===== src/rtl/fns_cac_link_3_6.sv =====
// Fault-tolerant crosstalk-avoidance link over 9 TSVs.
// Data is mapped onto the enabled TSVs with a locally adaptive Fibonacci
// numeral system (FNS) code. The code never drives an enabled odd TSV to 1
// while an adjacent enabled even TSV is 0. Faulty TSVs are held at 0 and are
// left out of the code. The sender encodes datain and registers it. The
// receiver rebuilds the weights from the registered enable flags and decodes.
module fns_cac_link_3_6 #(
  parameter int DATA_W = 2,   // data width; 2 always fits with up to 6 faults
  parameter int N_TSV  = 9,   // TSV count; only 9 is supported
  parameter int CW     = 10   // weight/count width, holds up to 512
) (
  input  logic              clock,
  input  logic              rst_n,
  input  logic [N_TSV-1:0]  f_flag,
  input  logic [DATA_W-1:0] datain,
  output logic [N_TSV-1:0]  tsv,
  output logic [N_TSV-1:0]  en_flag,
  output logic [DATA_W-1:0] dataout,
  output logic              overflow
);

  // Per-TSV FNS weights plus the code capacity for one enable map.
  typedef struct packed {
    logic [N_TSV-1:0][CW-1:0] w;
    logic [CW-1:0]            cap;
  } weights_t;

  // FNS adder chain. a0 and a1 count the legal assignments of TSVs 0..j.
  // a0 covers TSV j+1 = 0 and a1 covers TSV j+1 = 1. s counts all of them.
  // The weight of TSV j is the count below it when TSV j is 0.
  function automatic weights_t calc_weights(input logic [N_TSV-1:0] e);
    weights_t      res;
    logic [N_TSV:0] e_ext;
    logic [CW-1:0] s, a0, a1, s_n, a0_n, a1_n;
    res   = '0;
    e_ext = {1'b0, e};   // virtual TSV above the top is never enabled
    s     = CW'(1);
    a0    = CW'(1);
    a1    = CW'(1);
    for (int k = 1; k <= N_TSV; k++) begin
      res.w[k-1] = a0;
      if (!e_ext[k-1]) begin
        // Disabled TSV: it adds nothing and puts no constraint on TSV k.
        s_n  = s;
        a0_n = s;
        a1_n = s;
      end else begin
        s_n = a0 + a1;
        if (e_ext[k]) begin
          if ((k - 1) % 2 == 0) begin
            // Even TSV below an enabled odd TSV: odd = 1 forces even = 1.
            a0_n = a0 + a1;
            a1_n = a1;
          end else begin
            // Odd TSV below an enabled even TSV: even = 0 forces odd = 0.
            a0_n = a0;
            a1_n = a0 + a1;
          end
        end else begin
          a0_n = s_n;
          a1_n = s_n;
        end
      end
      s  = s_n;
      a0 = a0_n;
      a1 = a1_n;
    end
    res.cap = s;
    return res;
  endfunction

  weights_t          w_tx;
  weights_t          w_rx;
  logic [N_TSV-1:0]  w_code;
  logic              w_ovf;
  logic [CW-1:0]     w_dec_sum;
  logic              w_unused;

  logic [N_TSV-1:0]  r_tsv;
  logic [N_TSV-1:0]  r_en_flag;
  logic              r_overflow;

  // The sender uses the live fault map. The receiver uses the registered map
  // that goes with r_tsv, so a flag change between edges cannot corrupt dataout.
  assign w_tx = calc_weights(~f_flag);
  assign w_rx = calc_weights(r_en_flag);

  // Greedy FNS encode from TSV 8 down to TSV 0. A bit forced by the TSV above
  // takes the forced value and subtracts nothing.
  always_comb begin : encode
    logic [CW-1:0]  rem;
    logic [N_TSV:0] en_ext;
    logic [N_TSV:0] code_ext;
    // NOTE: every variable gets a value before any branch reads it. A path
    // that skips an assignment would infer a latch.
    rem      = CW'(datain);
    en_ext   = {1'b0, ~f_flag};
    code_ext = '0;
    w_ovf    = (CW'(datain) >= w_tx.cap);
    for (int k = N_TSV - 1; k >= 0; k--) begin
      // NOTE: rem and code_ext are scratch values inside one combinational
      // pass. Blocking assignment lets each step see the previous step's result.
      if (!en_ext[k]) begin
        code_ext[k] = 1'b0;
      end else if (en_ext[k+1] && (k % 2 == 0) && code_ext[k+1]) begin
        code_ext[k] = 1'b1;
      end else if (en_ext[k+1] && (k % 2 == 1) && !code_ext[k+1]) begin
        code_ext[k] = 1'b0;
      end else if (rem >= w_tx.w[k]) begin
        code_ext[k] = 1'b1;
        rem         = rem - w_tx.w[k];
      end else begin
        code_ext[k] = 1'b0;
      end
    end
    w_code = w_ovf ? '0 : code_ext[N_TSV-1:0];
  end

  // Register the codeword with the enable map and the overflow flag that
  // produced it.
  always_ff @(posedge clock or negedge rst_n) begin
    if (!rst_n) begin
      r_tsv      <= '0;
      r_en_flag  <= '0;
      r_overflow <= 1'b0;
    end else begin
      // NOTE: state uses non-blocking assignment. Every register then samples
      // values from before the edge, whatever order the statements are in.
      r_tsv      <= w_code;
      r_en_flag  <= ~f_flag;
      r_overflow <= w_ovf;
    end
  end

  // Decode: add the weights of set, enabled bits that were not forced to 1
  // by the enabled odd TSV above them.
  always_comb begin : decode
    logic [N_TSV:0] en_ext;
    logic [N_TSV:0] tsv_ext;
    en_ext    = {1'b0, r_en_flag};
    tsv_ext   = {1'b0, r_tsv};
    w_dec_sum = '0;
    for (int k = 0; k < N_TSV; k++) begin
      if (en_ext[k] && tsv_ext[k] &&
          !((k % 2 == 0) && en_ext[k+1] && tsv_ext[k+1])) begin
        w_dec_sum = w_dec_sum + w_rx.w[k];
      end
    end
  end

  // The decoded sum is truncated to DATA_W bits. The receiver does not need
  // the capacity.
  assign w_unused = ^{w_dec_sum[CW-1:DATA_W], w_rx.cap};

  assign tsv      = r_tsv;
  assign en_flag  = r_en_flag;
  assign overflow = r_overflow;
  assign dataout  = w_dec_sum[DATA_W-1:0];

endmodule


===== config.mk =====
export PLATFORM = sky130hd
export DESIGN_NAME = fns_cac_link_3_6
export DESIGN_NICKNAME = d
export VERILOG_FILES = /design/src/rtl/fns_cac_link_3_6.sv
export SDC_FILE = /design/constraint.sdc
export NUM_CORES = 1
export LEC_CHECK = 0
export BUFFER_PORTS_ARGS = -buffer_cell sky130_fd_sc_hd__buf_2
export CELL_PAD_IN_SITES_DETAIL_PLACEMENT = 0
export CELL_PAD_IN_SITES_GLOBAL_PLACEMENT = 1
export CORE_UTILIZATION = 44
export CTS_CLUSTER_SIZE = 10
export DETAILED_ROUTE_END_ITERATION = 8
export GPL_ROUTABILITY_DRIVEN = 0
export PLACE_DENSITY_LB_ADDON = 0.1
export SLEW_MARGIN = 20
export SYNTH_ARGS = -nofsm -noshare
export SYNTH_HDL_FRONTEND = slang
export SYNTH_SLANG_ARGS = --single-unit

===== constraint.sdc =====
create_clock -name clock -period 6.7 [get_ports clock]
set_input_delay 2.01 -clock clock [delete_from_list [all_inputs] [get_ports clock]]
set_output_delay 2.01 -clock clock [all_outputs]
set_load 0.005 [all_outputs]

# Word level (Yosys, flattened, before mapping)
# Index checks and enable logic that the tools add are counted.
classes:
  addsub: 31
  magnitude_cmp: 10
  mux: 107
  n_bitwise: 1
  reduce_logical: 29
op_table:
  columns: ["cell", "count"]
  rows:
  - ["$mux 10", 46]
  - ["$add 10x10->10", 8]
  - ["$mux 2", 33]
  - ["$ge 10x10->1", 6]
  - ["$sub 10x10->10", 6]
  - ["$add 2x2->2", 14]
  - ["$mux 1", 27]
  - ["$logic_and 1x1->1", 21]
  - ["$ge 2x10->1", 2]
  - ["$ge 10x1->1 const B", 1]
  - ["$ge 10x2->1", 1]
  - ["$sub 10x2->10", 1]
  - ["$sub 2x10->10", 1]
  - ["$mux 9", 1]
  - ["$not 9->9", 1]
  - ["$logic_not 1->1", 8]
  - ["$add 1x2->2", 1]
totals:
  regBits: 19
  in_bits: 13
  out_inout_bits: 21
  wordCells: 181

# Logic depth before layout (Yosys ltp)
depth:
  ltp_word: 60
  depth_mapped: 114
  mapped_depth_nobuf: 109

# Worst setup path before layout
# Ideal clock, no wire load.
synth_timing:
  path_kind: "input to register"
  from: "input f_flag[2]"
  to: "register r_tsv[0], in the netlist tsv[0]"
  setup_ns: 0.099
  arrival_time_ns: 23.617
  required_time_ns: 6.601
  path_slack_ns: -17.016
  stages: 105
  n_path_buf: 6
  cell_sequence: "buf_4 -> clkinv_1 -> nor2_1 -> nor2_1 -> a21o_1 -> ha_1 -> ha_1 -> a21oi_1 -> inv_1 -> ha_1 -> a21oi_1 -> mux2_2 -> or3_1 -> ha_1 -> o21ai_1 -> o21bai_1 -> a21oi_1 -> nor2_1 -> [69 not listed] -> o31ai_2 -> nor2_1 -> nor2_1 -> ha_1 -> inv_1 -> fa_1 -> a21oi_1 -> nor2_1 -> a311oi_1 -> nand3_1 -> o21ai_4 -> mux2_2 -> ha_1 -> inv_1 -> fa_1 -> nand2b_1 -> o221ai_1 -> a311oi_1"
synth_between:
  elab_chain_len: 57
  elab_cells_between_ends: 109
  cone_classes: "add/sub (15); order compare (10); mux (71); bitwise (1); reduce/logical (12)"
synth_lines:
  columns: ["item", "line", "text"]
  rows:
  - ["start, declared", "14", "input logic [N_TSV-1:0] f_flag,"]
  - ["$not 9->9 *", "97", "en_ext = {1'b0, ~f_flag};"]
  - ["net encode.en_ext[2]", "92", "logic [N_TSV:0] en_ext;"]
  - ["$mux 10", "49", "if (e_ext[k]) begin"]
  - ["$mux 10", "42", "if (!e_ext[k-1]) begin"]
  - ["$add 10x10->10", null, null]
  - ["$mux 10", "49", null]
  - ["$mux 10", "42", null]
  - ["$add 10x10->10", "48, 57", null]
  - ["[43 not listed]", null, null]
  - ["$mux 10", "107", "end else if (en_ext[k+1] && (k % 2 == 1) && !code_ext[k+1]) begin"]
  - ["$mux 10", "103", "if (!en_ext[k]) begin"]
  - ["$ge 10x1->1", "109", "end else if (rem >= w_tx.w[k]) begin"]
  - ["$mux 1", "109", null]
  - ["$mux 1", "105", "end else if (en_ext[k+1] && (k % 2 == 0) && code_ext[k+1]) begin"]
  - ["$mux 1", "103", null]
  - ["$mux 9 *", "116", "w_code = w_ovf ? '0 : code_ext[N_TSV-1:0];"]
  - ["net w_code[0]", "74", "logic [N_TSV-1:0] w_code;"]
  - ["end signal, assigned", "129", "r_tsv <= w_code;"]
  - ["end, declared", "79", "logic [N_TSV-1:0] r_tsv;"]
# Mark *: on every way through the listed nets, which the timed path passes. The rest lies on a longest branch.

# Worst setup path after layout
layout_timing:
  from: "input f_flag[1]"
  to: "register r_tsv[0], in the netlist tsv[0]"
layout_between:
  elab_chain_len: 60
  elab_cells_between_ends: 113
  cone_classes: "add/sub (16); order compare (10); mux (74); bitwise (1); reduce/logical (12)"
layout_lines:
  columns: ["item", "line"]
  rows:
  - ["$not 9->9 *", "85, 97"]
  - ["$mux 2", "49"]
  - ["$mux 10", "42"]
  - ["$add 10x10->10", "48, 57"]
  - ["$mux 10", "49"]
  - ["$mux 10", "42"]
  - ["$add 10x10->10", null]
  - ["$mux 10", "49"]
  - ["[45 not listed]", null]
  - ["$mux 10", "107"]
  - ["$mux 10", "103"]
  - ["$ge 10x1->1", "109"]
  - ["$mux 1", "109"]
  - ["$mux 1", "105"]
  - ["$mux 1", "103"]
  - ["$mux 9 *", "116"]
  - ["net w_code[0]", "74"]
# Marks and branches as above.

==> metrics.md <==
| Metric | Value |
|---|---|
| I/O Buffers | `33` |
| Fin crit period | `21120 ps` |
| CTS tree | `built` |
| Crit path depth | `109` |
| Final number of setup-violating endpoints | `12` |
| Post-Route Utilization | `79.8%` |
| Slew Limit Fails | `0` |
| Seq/Total Area, Yosys | `6.23%` |
| Commonest cells in the synthesized netlist | `nor2_1, ha_1, nand2_1, a21oi_1, inv_1` |
| Most frequent cell after synthesis | `nor2_1` |
| Relative slew margins | `58.9%` |
| WP data required | `6840 ps` |
| Worst hold path class | `input pin to asynchronous set/reset pin` |
| WL final | `30700 µm` |
| CP top delay family | `compound AO/OA/AOI/OAI gates` |
| Dpl cells | `1657` |
| Cells after synthesis | `1022` |
| Worst Path Buf+Inv | `28` |
| CTS HTree Levels | `1` |
| Crit path launch | `f_flag[1]` |
| Most common cell on crit path | `buf_4` |
| Max-cap violations | `0` |
| Vias in the first global route | `9182` |
| RSZ-0062 raised after global routing | `true` |
| Total Routing Usage GR | `30.3%` |
| Register bit count reported by yosys | `19` |
| Antenna viol nets, final | `0` |
| Slowest CP cell | `o41ai_4` |
| Clock net sink count | `19` |
| First-pass iteration count of the detailed router | `5` |
| Final Net Count | `1673` |
| Crit Path Class | `input pin to flop` |
| Layout cells sized above 1 | `53.0%` |
| Clock root buffer | `clkbuf_16` |
| Mean post-synth cell area | `7.47 µm²` |
| TritonCTS buffer count | `3` |
| Max Root-Sink Buffers | `2` |
| Main area contributors after synthesis | `ha_1, dfrtp_1, mux2_2` |
| Drt drc | `0` |
| FMAX | `47.3 MHz` |
| Ant diodes | `0` |
| Die ar. | `17900 µm²` |
| Post-synth top area cell | `ha_1` |
| Yosys cell types | `95` |
| Async SR Flop Fraction | `100%` |
| Critical Path End Type | `flop` |
| Vias per std cell | `5.69` |
| HPWL after detailed placement | `21800 µm` |
| Synth-to-layout area growth | `75.2%` |
| Largest net degree at the start of global routing | `25` |
| Outcome | `complete, but fails checks` |
| Post-CTS Hold Fix Bufs | `0` |
| CP endpoint | `tsv[0]` |
| Num ports | `34` |
| Global route total overflow | `0` |
| Final hold violations | `0` |
| Initial antenna violation count | `0` |
| FP Rows | `47` |
| Routed WL per cell | `17.4 µm` |
| Ys flop type | `dfrtp_1` |
| Failing checks | `negative setup slack` |
| EDFF count, synth | `0` |
| Place WS | `-14850 ps` |
| Slowest Stage Delay on Critical Path | `480 ps` |
| Initial DRC Count | `823` |
| Fin cells | `1764` |
| Worst setup margin | `-14420 ps` |
| Startpoint types | `input pin` |
| Fin crit share | `315%` |
| CTS clk-pin slew, worst paths | `50 ps` |
| Worst-margin pin slew | `609 ps` |
| WP data arrival | `21260 ps` |
| Die height | `134 µm` |
| Initial Utilization | `45.5%` |
| Die X | `134 µm` |
| Core area | `16800 µm²` |
| Filler instances | `1109` |
| Synth warn | `0` |
| First-pass GRT wire length | `44500 µm` |
| Via count | `10000` |
| Worst hold slack | `1700 ps` |
| Yosys top cell area share | `16.6%` |
| Post-Syn Nets | `1150` |
| Critical path peak fanout | `7` |
| Syn Std Cell Area | `7630 µm²` |
## state kept, by name, summed over array words and instances, names as in the netlist
| name | cells |
|---|---|
| en_flag | 9 |
| overflow | 1 |
| tsv | 9 |
## layout by cell type, fill, tap and decap left out, types with 26 or more instances in the layout
| cell | n |
|---|---|
| ha_4 | 36 |
| o21ai_0 | 34 |
| ha_1 | 59 |
| xnor2_1 | 28 |
| nand2_1 | 85 |
| xor2_1 | 26 |
| buf_4 | 478 |
| a21oi_1 | 53 |
| buf_2 | 29 |
| nor2_1 | 88 |
| inv_1 | 50 |
| buf_6 | 30 |
## kinds of logic (layout without fill, tap and decap cells)
family          count (synthesis)  count (layout)  share of synthesized area (%)
simple gates                  350             350                           22.5
buf+inv                        97             619                           5.00
flops                          19              19                           6.23
mux                            61              61                           9.13
compound gates                315             315                           29.4
fa+ha+maj                     115             115                           20.2
xor+xnor                       65              65                           7.46
## area by class of cell
type	count	area [µm²]	area share, %
clock buffer	4	78.8	0.590
multi-input combinational	906	8090	60.5
inverter	74	304	2.27
timing repair buffer	541	4150	31.0
tap	220	275	2.06
sequential	19	478	3.57
## metrics by stage
stage               setup TNS, ps  instance area (µm²)
finish                     -90070                13400
global route               -95650                13400
CTS                        -86230                12400
detailed placement         -93430                11700
global placement           -88550                11700
floorplan                  -90350                 8310
## routing by layer
metal	vias up	track usage, %	part of all wire [%]
met2	337	51.1	48
li1	4825	-	-
met1	4806	43.2	46
met3	61	1.48	4.8
met5	-	0	0
met4	0	4.86	2.0
## repair_timing
| action | in CTS | in global routing |
|---|---|---|
| pin swaps | 54 | 74 |
| endpoints found under the setup margin | 12 | 12 |
| setup buffers | 59 | 52 |
| gates resized for setup | 67 | 131 |
## how the worst min path moves through the flow
stage	end	start
6_report	tsv[6]	rst_n
5_1_grt	en_flag[6]	rst_n
4_1_cts	tsv[7]	rst_n
3_5_place_dp	tsv[7]	rst_n
3_3_place_gp	en_flag[7]	rst_n
2_1_floorplan	en_flag[0]	rst_n
Power is left out: the tool's default activity adds up to more than one toggle a clock period on the data nets, which glitch-free logic cannot reach.
